===== src/rtl/line_mem_arbiter_if.sv =====
// line_mem_arbiter_if: cache request/response and line-memory signals around line_mem_arbiter.
interface line_mem_arbiter_if #(
    parameter int ADDR_W = 16,
    parameter int LINE_W = 64
);
    logic              ic_req;
    logic [ADDR_W-1:0] ic_addr;
    logic              ic_done;
    logic              dc_req;
    logic              dc_we;
    logic [ADDR_W-1:0] dc_addr;
    logic [LINE_W-1:0] dc_wline;
    logic              dc_done;
    logic [LINE_W-1:0] rd_line;
    logic              mem_en;
    logic              mem_we;
    logic [ADDR_W-3:0] mem_addr;
    logic [LINE_W-1:0] mem_wline;
    logic [LINE_W-1:0] mem_rline;
    logic              busy;

    modport slave (
        input  ic_req, ic_addr, dc_req, dc_we, dc_addr, dc_wline, mem_rline,
        output ic_done, dc_done, rd_line, mem_en, mem_we, mem_addr, mem_wline, busy
    );

    modport master (
        output ic_req, ic_addr, dc_req, dc_we, dc_addr, dc_wline, mem_rline,
        input  ic_done, dc_done, rd_line, mem_en, mem_we, mem_addr, mem_wline, busy
    );
endinterface


===== src/rtl/line_mem_arbiter.sv =====
// line_mem_arbiter: shares one line memory between I-cache refill and D-cache refill/writeback.
// LINE_ARB_ROUND_ROBIN_EN alternates tied grants; without it the D-cache always wins a tie.
module line_mem_arbiter #(
    parameter int MEM_LATENCY = 2,
    parameter int LINE_W      = 64,
    parameter int ADDR_W      = 16
) (
    input  logic              clk,
    input  logic              rst_n,
    line_mem_arbiter_if.slave bus
);
    typedef enum logic [1:0] {IDLE, BUSY, RESP} state_t;

`ifdef LINE_ARB_ROUND_ROBIN_EN
    localparam bit RR = 1'b1;
`else
    localparam bit RR = 1'b0;
`endif

    state_t            state_q, state_d;
    logic [3:0]        cnt_q, cnt_d;
    logic              own_dc_q, own_dc_d;
    logic              we_q, we_d;
    logic              last_dc_q, last_dc_d;
    logic [ADDR_W-3:0] addr_q, addr_d;
    logic [LINE_W-1:0] wline_q, wline_d;
    logic [LINE_W-1:0] rd_line_q, rd_line_d;
    logic              mem_en_q, mem_en_d;
    logic              ic_done_q, ic_done_d;
    logic              dc_done_q, dc_done_d;
    logic              busy_q, busy_d;
    logic              grant_dc;

    // last_dc_q only steers ties when round robin is compiled in
    assign grant_dc = bus.dc_req && (!bus.ic_req || !RR || !last_dc_q);

    always_comb begin
        state_d   = state_q;
        cnt_d     = cnt_q;
        own_dc_d  = own_dc_q;
        we_d      = we_q;
        last_dc_d = last_dc_q;
        addr_d    = addr_q;
        wline_d   = wline_q;
        rd_line_d = rd_line_q;
        case (state_q)
            IDLE: if (bus.ic_req || bus.dc_req) begin
                state_d   = BUSY;
                cnt_d     = 4'(MEM_LATENCY - 1);
                own_dc_d  = grant_dc;
                last_dc_d = grant_dc;
                we_d      = grant_dc && bus.dc_we;
                addr_d    = grant_dc ? bus.dc_addr[ADDR_W-1:2] : bus.ic_addr[ADDR_W-1:2];
                wline_d   = bus.dc_wline;
            end
            BUSY: if (cnt_q == 4'd0) begin
                state_d   = RESP;
                rd_line_d = we_q ? rd_line_q : bus.mem_rline;
            end else begin
                cnt_d = cnt_q - 4'd1;
            end
            default: state_d = IDLE;
        endcase
        mem_en_d  = state_d == BUSY;
        busy_d    = state_d != IDLE;
        ic_done_d = state_d == RESP && !own_dc_d;
        dc_done_d = state_d == RESP && own_dc_d;
    end

    always_ff @(posedge clk) begin
        if (!rst_n) begin
            state_q   <= IDLE;
            cnt_q     <= '0;
            own_dc_q  <= 1'b0;
            we_q      <= 1'b0;
            last_dc_q <= 1'b1;
            addr_q    <= '0;
            wline_q   <= '0;
            rd_line_q <= '0;
            mem_en_q  <= 1'b0;
            ic_done_q <= 1'b0;
            dc_done_q <= 1'b0;
            busy_q    <= 1'b0;
        end else begin
            state_q   <= state_d;
            cnt_q     <= cnt_d;
            own_dc_q  <= own_dc_d;
            we_q      <= we_d;
            last_dc_q <= last_dc_d;
            addr_q    <= addr_d;
            wline_q   <= wline_d;
            rd_line_q <= rd_line_d;
            mem_en_q  <= mem_en_d;
            ic_done_q <= ic_done_d;
            dc_done_q <= dc_done_d;
            busy_q    <= busy_d;
        end
    end

    assign bus.ic_done   = ic_done_q;
    assign bus.dc_done   = dc_done_q;
    assign bus.rd_line   = rd_line_q;
    assign bus.mem_en    = mem_en_q;
    assign bus.mem_we    = we_q;
    assign bus.mem_addr  = addr_q;
    assign bus.mem_wline = wline_q;
    assign bus.busy      = busy_q;
endmodule


===== src/flat_wrapper.sv =====
// flat-port wrapper written by rule: the top's interface ports become plain ports
module line_mem_arbiter_flat 
#(
    parameter int MEM_LATENCY = 2,
    parameter int LINE_W      = 64,
    parameter int ADDR_W      = 16
)
  (clk, rst_n, bus_ic_req, bus_ic_addr, bus_dc_req, bus_dc_we, bus_dc_addr, bus_dc_wline, bus_mem_rline, bus_ic_done, bus_dc_done, bus_rd_line, bus_mem_en, bus_mem_we, bus_mem_addr, bus_mem_wline, bus_busy);
  line_mem_arbiter_if #(.ADDR_W(ADDR_W), .LINE_W(LINE_W)) bus_i ();
  input  logic clk;
  input  logic rst_n;
  input wire logic [$bits(bus_i.ic_req)-1:0] bus_ic_req;
  input wire logic [$bits(bus_i.ic_addr)-1:0] bus_ic_addr;
  input wire logic [$bits(bus_i.dc_req)-1:0] bus_dc_req;
  input wire logic [$bits(bus_i.dc_we)-1:0] bus_dc_we;
  input wire logic [$bits(bus_i.dc_addr)-1:0] bus_dc_addr;
  input wire logic [$bits(bus_i.dc_wline)-1:0] bus_dc_wline;
  input wire logic [$bits(bus_i.mem_rline)-1:0] bus_mem_rline;
  output wire logic [$bits(bus_i.ic_done)-1:0] bus_ic_done;
  output wire logic [$bits(bus_i.dc_done)-1:0] bus_dc_done;
  output wire logic [$bits(bus_i.rd_line)-1:0] bus_rd_line;
  output wire logic [$bits(bus_i.mem_en)-1:0] bus_mem_en;
  output wire logic [$bits(bus_i.mem_we)-1:0] bus_mem_we;
  output wire logic [$bits(bus_i.mem_addr)-1:0] bus_mem_addr;
  output wire logic [$bits(bus_i.mem_wline)-1:0] bus_mem_wline;
  output wire logic [$bits(bus_i.busy)-1:0] bus_busy;
  assign bus_i.ic_req = bus_ic_req;
  assign bus_i.ic_addr = bus_ic_addr;
  assign bus_i.dc_req = bus_dc_req;
  assign bus_i.dc_we = bus_dc_we;
  assign bus_i.dc_addr = bus_dc_addr;
  assign bus_i.dc_wline = bus_dc_wline;
  assign bus_i.mem_rline = bus_mem_rline;
  assign bus_ic_done = bus_i.ic_done;
  assign bus_dc_done = bus_i.dc_done;
  assign bus_rd_line = bus_i.rd_line;
  assign bus_mem_en = bus_i.mem_en;
  assign bus_mem_we = bus_i.mem_we;
  assign bus_mem_addr = bus_i.mem_addr;
  assign bus_mem_wline = bus_i.mem_wline;
  assign bus_busy = bus_i.busy;
  line_mem_arbiter #(.MEM_LATENCY(MEM_LATENCY), .LINE_W(LINE_W), .ADDR_W(ADDR_W)) u_core (.clk(clk), .rst_n(rst_n), .bus(bus_i));
endmodule

===== config.mk =====
export PLATFORM = sky130hd
export DESIGN_NAME = line_mem_arbiter_flat
export DESIGN_NICKNAME = d
export VERILOG_FILES = /design/src/rtl/line_mem_arbiter_if.sv /design/src/rtl/line_mem_arbiter.sv /design/src/flat_wrapper.sv
export SDC_FILE = /design/constraint.sdc
export NUM_CORES = 1
export LEC_CHECK = 0
export ABC_CLOCK_PERIOD_IN_PS = 2200
export BUFFER_PORTS_ARGS = -buffer_cell sky130_fd_sc_hd__buf_2
export CAP_MARGIN = 20
export CORE_AREA = 2 2 119 121
export CTS_CLUSTER_SIZE = 24
export DETAILED_ROUTE_END_ITERATION = 7
export DIE_AREA = 0 0 121 123
export GPL_TIMING_DRIVEN = 0
export HOLD_SLACK_MARGIN = 0.1
export PLACE_DENSITY = 0.78
export SLEW_MARGIN = 10
export SYNTH_ARGS = -nofsm -noshare
export SYNTH_HDL_FRONTEND = slang
export SYNTH_SLANG_ARGS = --single-unit

===== constraint.sdc =====
create_clock -name clk -period 2.2 [get_ports clk]
set_clock_uncertainty 0.2 [all_clocks]
set_input_delay 0.44 -clock clk [delete_from_list [all_inputs] [get_ports clk]]
set_output_delay 0.44 -clock clk [all_outputs]
set_load 0.005 [all_outputs]

## Word level (Yosys, flattened, before mapping)

Cells that the tools add are included.

- Equal/unequal tests: 5
- Multiplexer cells: 9
- Reductions and logical operators: 12
- Bitwise operators: 1
- Add/sub/neg operators: 1

Operator list:

| cell | number |
|---|---|
| 14-bit 2-to-1 mux | 1 |
| 4-bit 2-to-1 mux | 2 |
| 4-bit case mux with 2 select lines | 1 |
| 3-bit AND reduction | 2 |
| 2-bit by 1-bit equality test with 1-bit output (second input constant) | 2 |
| 4-bit logical NOT | 1 |
| 2-bit 2-to-1 mux | 2 |
| 2-bit case mux with 2 select lines | 1 |
| 2-bit nonzero test | 2 |
| 4-bit by 1-bit subtractor with 4-bit output (second input constant) | 1 |
| 1-bit logical AND | 3 |
| 2-bit equality test (second input constant) | 1 |
| 2-bit logical NOT | 1 |
| 1-bit 2-to-1 mux | 2 |
| 2-bit by 1-bit inequality test with 1-bit output (second input constant) | 1 |
| 2-bit inequality test (second input constant) | 1 |
| 2-bit AND reduction | 1 |
| 1-bit logical NOT | 1 |
| 1-bit logical OR | 1 |
| 1-bit inverter | 1 |

- Word-level logic and storage cells: 39
- Input port bits: 165
- Register bits after elaboration: 154

## Longest topological paths before layout

Gate-level depths: netlist (run 1).

- Depth after elaboration: 5
- Mapped depth: 7
- Gate-level depth less buffers: 5

## Least setup slack after synthesis (run 1)

No wires, ideal clock.

- Path kind: flip-flop to flip-flop
- From: register u_core.cnt_q[0]
- To: register u_core.rd_line_q[51] (netlist: u_core.bus.rd_line[51])
- Setup time: 132 ps
- Arrival time: 1447 ps
- Stages on the path, launching flop included: 8
- Clock period less this slack: 1779 ps
- Setup slack: 421 ps
- Cells stage by stage: dfxtp_1 inv_1 ha_1 or3b_4 buf_6 buf_2 o21ai_0 a21oi_1

- Word-level cells in the longest chain between the ends: 2

RTL lines:

| what | line | RTL |
|---|---|---|
| from (decl) | line_mem_arbiter.sv:21 | `logic [3:0] cnt_q, cnt_d;` |
| from (signal assigned) | line_mem_arbiter.sv:86 | `cnt_q <= cnt_d;` |
| 4-bit logical NOT | line_mem_arbiter.sv:56 | `BUSY: if (cnt_q == 4'd0) begin` |
| 3-bit AND reduction (no line) | n/a |  |
| to (signal assigned) | line_mem_arbiter.sv:92 | `rd_line_q <= rd_line_d;` |
| to (decl) | line_mem_arbiter.sv:27 | `logic [LINE_W-1:0] rd_line_q, rd_line_d;` |

No other way between the ends.
A chain may end at the register's enable or synchronous reset.

## Final worst setup path (run 1)

- From: register u_core.cnt_q[0]
- To: register u_core.rd_line_q[52] (netlist: u_core.bus.rd_line[52])

Same word-level chain as after synthesis.

==> key figures, run 1 <==
Clocking
  • H-tree Lvls: 4
  • CTS Root Cell: clkbuf_16
  • Clock buffer depth: 2
  • TritonCTS sink count: 154
  • Clock-pin slew on the worst setup and hold paths: approximately 0.060 ns
  • Later-pin clock latency in the skew report: 0.42 ns
  • CTS tree: built
  • Cts bufs inserted: 17

Drt
  • Via density: roughly 5.5
  • Iteration-0 DRC Markers: 614
  • Drt wl/cell: around 17 um
  • Detailed Routing Iterations Pass 1: 7
  • Post-route DRC violation count: 0
  • Final ANT Viol Nets: 0
  • Drt total wl: around 24000 um
  • Routed vias: around 7400

Global route
  • Initial antenna violation count: 0
  • First-pass GRT wire length: 35900 um
  • Largest net degree at the start of global routing: 17
  • Number of global-route vias before repair: 7194
  • Tot GR Track Use: 0.307
  • Remaining global-route overflow: 0

Worst setup path
  • CP startpoint: u_core.cnt_q[0]
  • Classification of the worst setup path: reg -> reg
  • Element type at the critical path end: flop
  • Critical path peak fanout: 10
  • Reg-to-reg startpoint: u_core.cnt_q[0]
  • Required @ worst endpoint: 2.29 ns
  • Worst setup SP type: flop
  • Data arrival, critical path: 2.14 ns

Layout
  • P&R area growth vs syn: 60.7%
  • Multi-input logic area: 2530 um^2
  • Reg area: 3080 um^2
  • Total Nets Final: 1323
  • Fillcell total: ~980
  • Share of cells above drive strength 1: 0.324
  • Core Util, Final: 0.713

Floorplanning
  • I/O pins: 312
  • Initial Utilization: 0.444
  • Die Ht: 123 um
  • Die outline width: 121 um
  • Total core area: 13600 um^2
  • Row Count: between 40 and 50
  • Die area: 14900 um^2

STA
  • Peak Freq: 487 MHz
  • Crit share post-route: 0.934
  • Slew headroom: 0.528
  • Pins Over Slew Limit: 0
  • Final setup violating endpoints: 0
  • Setup TNS: 0 ns
  • Unrepaired setup endpoints after global routing: no
  • Measured slew at the worst slew-check pin: 0.707 ns
  • Fin crit period: 2.06 ns
  • Endpoints failing hold: 0

Synth
  • Largest family of logic cells by synthesized area: compound AO/OA/AOI/OAI gates
  • Post-synth EDFFs: 0
  • Sequential fraction of the synthesis area: 0.510
  • Netlist Area Pre-Place: 6040 um^2
  • Adder-Cell Fraction of Synth Area: 0.00207
  • Most used DFF post-synth: dfxtp_1
  • Post-synthesis xor/xnor area fraction: 0
  • Post-synth top area cell: dfxtp_1
  • Mux cell area share after synthesis: 0.0249
  • Post-synthesis simple-gate area fraction: 0.132
  • Leading post-synthesis cells by instance count: 154 x dfxtp_1, 144 x a21oi_1, 130 x nand3_1
  • Cell variety after synth: 38
  • Post-synthesis compound-gate area fraction: 0.260
  • Yosys warns: 0
  • Mapped Nets: 870
  • Top area cells in the synthesized netlist: dfxtp_1 51%, a21oi_1 12%, nand3_1 11%
  • Count leader, synth: dfxtp_1
  • Async SR Flop Fraction: 0
  • Synth Register Bits: between 150 and 200
  • Mapped Avg Cell Area: 8.58 um^2
  • Cells after synthesis: 704
  • Synth top area share: 0.510

Place
  • Number of buffers added on ports: 306
  • Gpl congestion: between 0.8 and 0.9
  • Post-DP HPWL: 14900 um

Power and ir drop
  • Pwr per Cell Area: between 900 and 1000 nW/um^2
  • Clock share of power: 0.358
  • NetSw: 2.67 mW
  • Sw frac: 0.302
  • Worst IR Drop VDD: 0.476 mV
  • Seq pwr share: 0.374
  • Internal Power: 6.16 mW
  • P_leak: between 4 and 5 nW
  • Combinational power share: 0.268

Worst hold path
  • Worst min path class: in -> reg
  • Worst Hold Launch: bus_mem_rline[54]

Run status
  • Status: finished clean

Job
  • Max cap viols: 0
[final timing paths]
check	endpoint	slack, ns	cells past startpoint
worst min register to register	u_core.bus.mem_wline[1]	0.27	2
worst min-delay path	u_core.bus.rd_line[54]	0.12	3
worst max register to register	u_core.bus.rd_line[52]	0.14	7
worst max-delay path	u_core.bus.rd_line[52]	0.14	7
[registers in the layout, summed over array words and instances, names as in the netlist]
signal and flops:
u_core.bus.mem_we 1, u_core.bus.busy 1, u_core.bus.ic_done 1, u_core.bus.mem_addr 14, u_core.cnt_q 4, u_core.state_q 2
u_core.bus.mem_en 1, u_core.bus.dc_done 1, u_core.bus.mem_wline 64, u_core.own_dc_q 1, u_core.bus.rd_line 64
[kinds of logic after synthesis]
logic type	after synthesis
flops	154
simple gates	152
fa+ha+maj	1
mux	15
buf+inv	84
compound gates	298
[through the flow]
stage,instances,power [mW],cell area [um^2],hold slack [ns],setup WS (ns)
2_1_floorplan,704,4.56,6040,0.247,0.421
3_3_place_gp,1190,5.39,7800,0.258,0.0371
3_5_place_dp,1190,5.42,7800,0.263,0.0198
4_1_cts,1347,8.72,9680,0.105,0.0552
5_1_grt,1349,9.21,9710,0.132,0.0275
6_report,1350,8.83,9710,0.119,0.145
[placed cells by master (no fill, tap or decap), types with 2 or more instances in the layout]
master | netlist | final
nor3b_1 | 2 | 2
buf_2 | 22 | 328
a21oi_1 | 144 | 144
nor3_1 | 2 | 2
clkbuf_2 | 2 | 3
nand3_1 | 130 | 130
o21ai_0 | 90 | 90
inv_1 | 4 | 4
nor2_1 | 4 | 4
mux2i_1 | 15 | 15
buf_4 | 9 | 11
dfxtp_1 | 154 | 154
or3b_1 | 2 | 2
a211oi_1 | 15 | 15
nand2_1 | 2 | 2
clkbuf_1 | 38 | 43
o21ai_1 | 39 | 39
dlygate4sd3_1 | 0 | 126
buf_1 | 2 | 2
a21boi_0 | 2 | 2
buf_6 | 7 | 7
nor2b_1 | 2 | 2
clkbuf_16 | 0 | 17
bufinv_16 | 0 | 5
[critical path: stages, from the launching register on]
cell and delay [ns]:
dfxtp_1 0.34, inv_1 0.07, ha_1 0.23, or3b_4 0.44, buf_6 0.16, buf_2 0.18
o21ai_0 0.21, a21oi_1 0.09
[power by group through the flow]
stage | Clock (mW) | Sequential [mW] | Combinational, mW
floorplan | 0 | 3.36 | 1.20
global placement | 0 | 3.33 | 2.06
detailed placement | 0 | 3.34 | 2.08
CTS | 3.17 | 3.28 | 2.26
global route | 3.29 | 3.33 | 2.58
finish | 3.16 | 3.30 | 2.36
[metal layers]
layer  global-route usage  wire length [um]  vias up
met4                0.185              1150        0
li1                     -                 -     3461
met5                    0                 0        -
met1                0.348              8850     3443
met3               0.0673              1810      106
met2                0.530             11800      437
[cell type report]
cell class | instances | area share
Buffer | 80 | 0.0430
Tap cell | 180 | 0.0232
Clock buffer | 24 | 0.0476
Multi-Input combinational cell | 466 | 0.261
Timing Repair Buffer | 434 | 0.289
Antenna cell | 1 | 0.000258
Inverter | 4 | 0.00155
Clock inverter | 7 | 0.0169
Sequential cell | 154 | 0.318
[what timing repair did]
item	in CTS	in global routing
endpoints found under the hold margin	126	0
gates resized for setup	0	3
endpoints found under the setup margin	0	63
buffers inserted	0	2
hold buffers	126	0
(Power assumes the default switching activity.)
==> inputs of run 2 (changes only) <==
- ABC_CLOCK_PERIOD_IN_PS: 2200 -> unset
- GPL_TIMING_DRIVEN: 0 -> unset
- REMOVE_ABC_BUFFERS: unset -> 1
==> key figures, run 2 (synthesis results as in run 1) <==
Worst setup path
  • Data arrival, critical path: 2.15 ns
  • Classification of the worst setup path: reg -> reg
  • Worst setup SP type: flop
  • R2R setup slack: 0.20 ns
  • Critical R2R Capture: u_core.bus.rd_line[51]
  • Critical path peak fanout: 19
  • Required @ worst endpoint: approximately 2.4 ns
  • Element type at the critical path end: flop
  • Worst-case reg-to-reg path depth: 6
  • Reg-to-reg startpoint: u_core.cnt_q[0]

Floorplanning
  • Die outline width: 121 um
  • Die area: 14900 um^2
  • Initial Utilization: 0.444
  • I/O pins: 312
  • Total core area: 13600 um^2
  • Die Ht: 123 um
  • Row Count: 43

Worst hold path
  • Worst Hold Launch: bus_mem_rline[40]
  • Worst hold stages: 3
  • Hold EP: u_core.bus.rd_line[40]
  • Worst min path class: in -> reg

STA
  • Endpoints failing hold: 0
  • Final worst slack: 0.197 ns
  • Pins Over Slew Limit: 0
  • Measured slew at the worst slew-check pin: 0.469 ns
  • Unrepaired setup endpoints after global routing: no
  • Setup TNS: 0 ns
  • Peak Freq: 499 MHz
  • Crit share post-route: 0.910
  • Slew headroom: 0.687
  • Final setup violating endpoints: 0
  • Fin crit period: 2.00 ns

Clocking
  • Post-CTS Setup Inserts: 0
  • H-tree Lvls: 4
  • Post-cts resize count: 0
  • # hold bufs at CTS: 119
  • CTS Root Cell: clkbuf_16
  • TritonCTS sink count: roughly 150
  • CTS tree: built
  • Cts bufs inserted: 17
  • Clock buffer depth: 2
  • Clock-pin slew on the worst setup and hold paths: ~0.06 ns
  • Later-pin clock latency in the skew report: 0.41 ns

Drt
  • Drt wl/cell: 17.0 um
  • Iteration-0 DRC Markers: 734
  • Drt total wl: 21700 um
  • Detailed Routing Iterations Pass 1: 5
  • Routed vias: 7159
  • Final ANT Viol Nets: 0
  • Post-route DRC violation count: 0
  • Via density: 5.59

Power and ir drop
  • Combinational power share: 0.260
  • Seq pwr share: 0.381
  • Pwr per Cell Area: a little over 900 nW/um^2
  • Sw frac: 0.296
  • P_leak: 4.24 nW
  • Clock share of power: 0.359
  • NetSw: 2.56 mW
  • Worst IR Drop VDD: 0.768 mV
  • Internal Power: 6.10 mW
  • Total Power: 8.66 mW

Global route
  • Initial antenna violation count: 1
  • GRT busiest layer: met2
  • First-pass GRT wire length: about 33000 um
  • Remaining global-route overflow: 0
  • Number of global-route vias before repair: around 6700
  • M2 GR Usage: 0.461
  • Global routing usage on met1: 0.323
  • Grt met3 use: 0.0669
  • Tot GR Track Use: 0.277
  • Largest net degree at the start of global routing: 80

Layout
  • P&R area growth vs syn: 57.1%
  • Core Util, Final: 0.697
  • Share of cells above drive strength 1: 0.329
  • Total Nets Final: 1252
  • Most frequent cells in the layout: 307 x buf_2, 154 x dfxtp_1, 144 x a21oi_1, 130 x nand3_1, 119 x dlygate4sd3_1
  • Most common cell after layout, fill and taps aside: buf_2

Place
  • Pre-CTS setup slack: 0.308 ns
  • Gpl congestion: 0.807
  • Number of buffers added on ports: 307
  • Post-DP HPWL: around 12000 um

Run status
  • Status: finished clean

Job
  • Max cap viols: 0
-- run 2: cell count changes in the layout (fill, tap and decap cells not counted), moves of 3 or more --
| cell | delta |
|---|---|
| clkbuf_1 | -38 |
| buf_2 | -21 |
| buf_12 | +10 |
| buf_6 | -7 |
| dlygate4sd3_1 | -7 |
| buf_4 | -4 |
| clkbuf_2 | -3 |
| clkbuf_8 | +3 |
-- run 2: power by group through the flow --
| stage | clock network (mW) | logic [mW] | registers, mW |
|---|---|---|---|
| after floorplan | 0 | 0.975 | 3.38 |
| after global placement | 0 | 1.99 | 3.33 |
| final | 3.11 | 2.26 | 3.30 |
| after global routing | 3.27 | 2.45 | 3.33 |
| after CTS | 3.15 | 2.19 | 3.29 |
| after detailed placement | 0 | 2.01 | 3.34 |
-- run 2: worst max path at each step --
stage | start | end | slack, ns | cells after the start
2_1_floorplan | u_core.state_q[0] | u_core.bus.rd_line[0] | -2.45 | 3
3_3_place_gp | u_core.cnt_q[0] | u_core.bus.rd_line[60] | 0.35 | 6
3_5_place_dp | u_core.cnt_q[0] | u_core.bus.rd_line[25] | 0.31 | 6
4_1_cts | u_core.cnt_q[0] | u_core.bus.rd_line[60] | 0.28 | 6
5_1_grt | u_core.cnt_q[0] | u_core.bus.rd_line[51] | 0.08 | 6
6_report | u_core.cnt_q[0] | u_core.bus.rd_line[51] | 0.20 | 6
-- run 2: layout make-up --
| cell class | count | area, um^2 |
|---|---|---|
| clock inverters | 6 | 134 |
| diodes | 1 | 2.50 |
| repair buffers | 443 | 2980 |
| inverters | 4 | 17.5 |
| flip-flops and latches | 154 | 3080 |
| fillers | 999 | 4120 |
| multi-input cells | 466 | 2550 |
| clock buffers | 26 | 499 |
| well taps | 180 | 225 |
-- run 2: metal layers --
metal	share of wire	up-vias	routed length, um
met5	0	-	0
met4	0.054	0	1170
met3	0.071	104	1540
met2	0.50	417	10900
met1	0.37	3337	8100
li1	-	3301	-
-- run 2: per-stage QoR --
stage                     hold WS, ns  cells  cell area [um^2]
after floorplan                 0.247    624              5620
after global placement          0.257   1128              7660
after detailed placement        0.263   1128              7660
after CTS                       0.101   1279              9490
after global routing            0.109   1280              9490
final                           0.119   1280              9490
-- run 2: worst max-delay path: stages, from the launching register on --
cell and delay [ns]:
dfxtp_1 0.35, inv_1 0.07, ha_1 0.24, nor3b_4 0.43, buf_4 0.31, nand3_1 0.18, a21oi_1 0.15
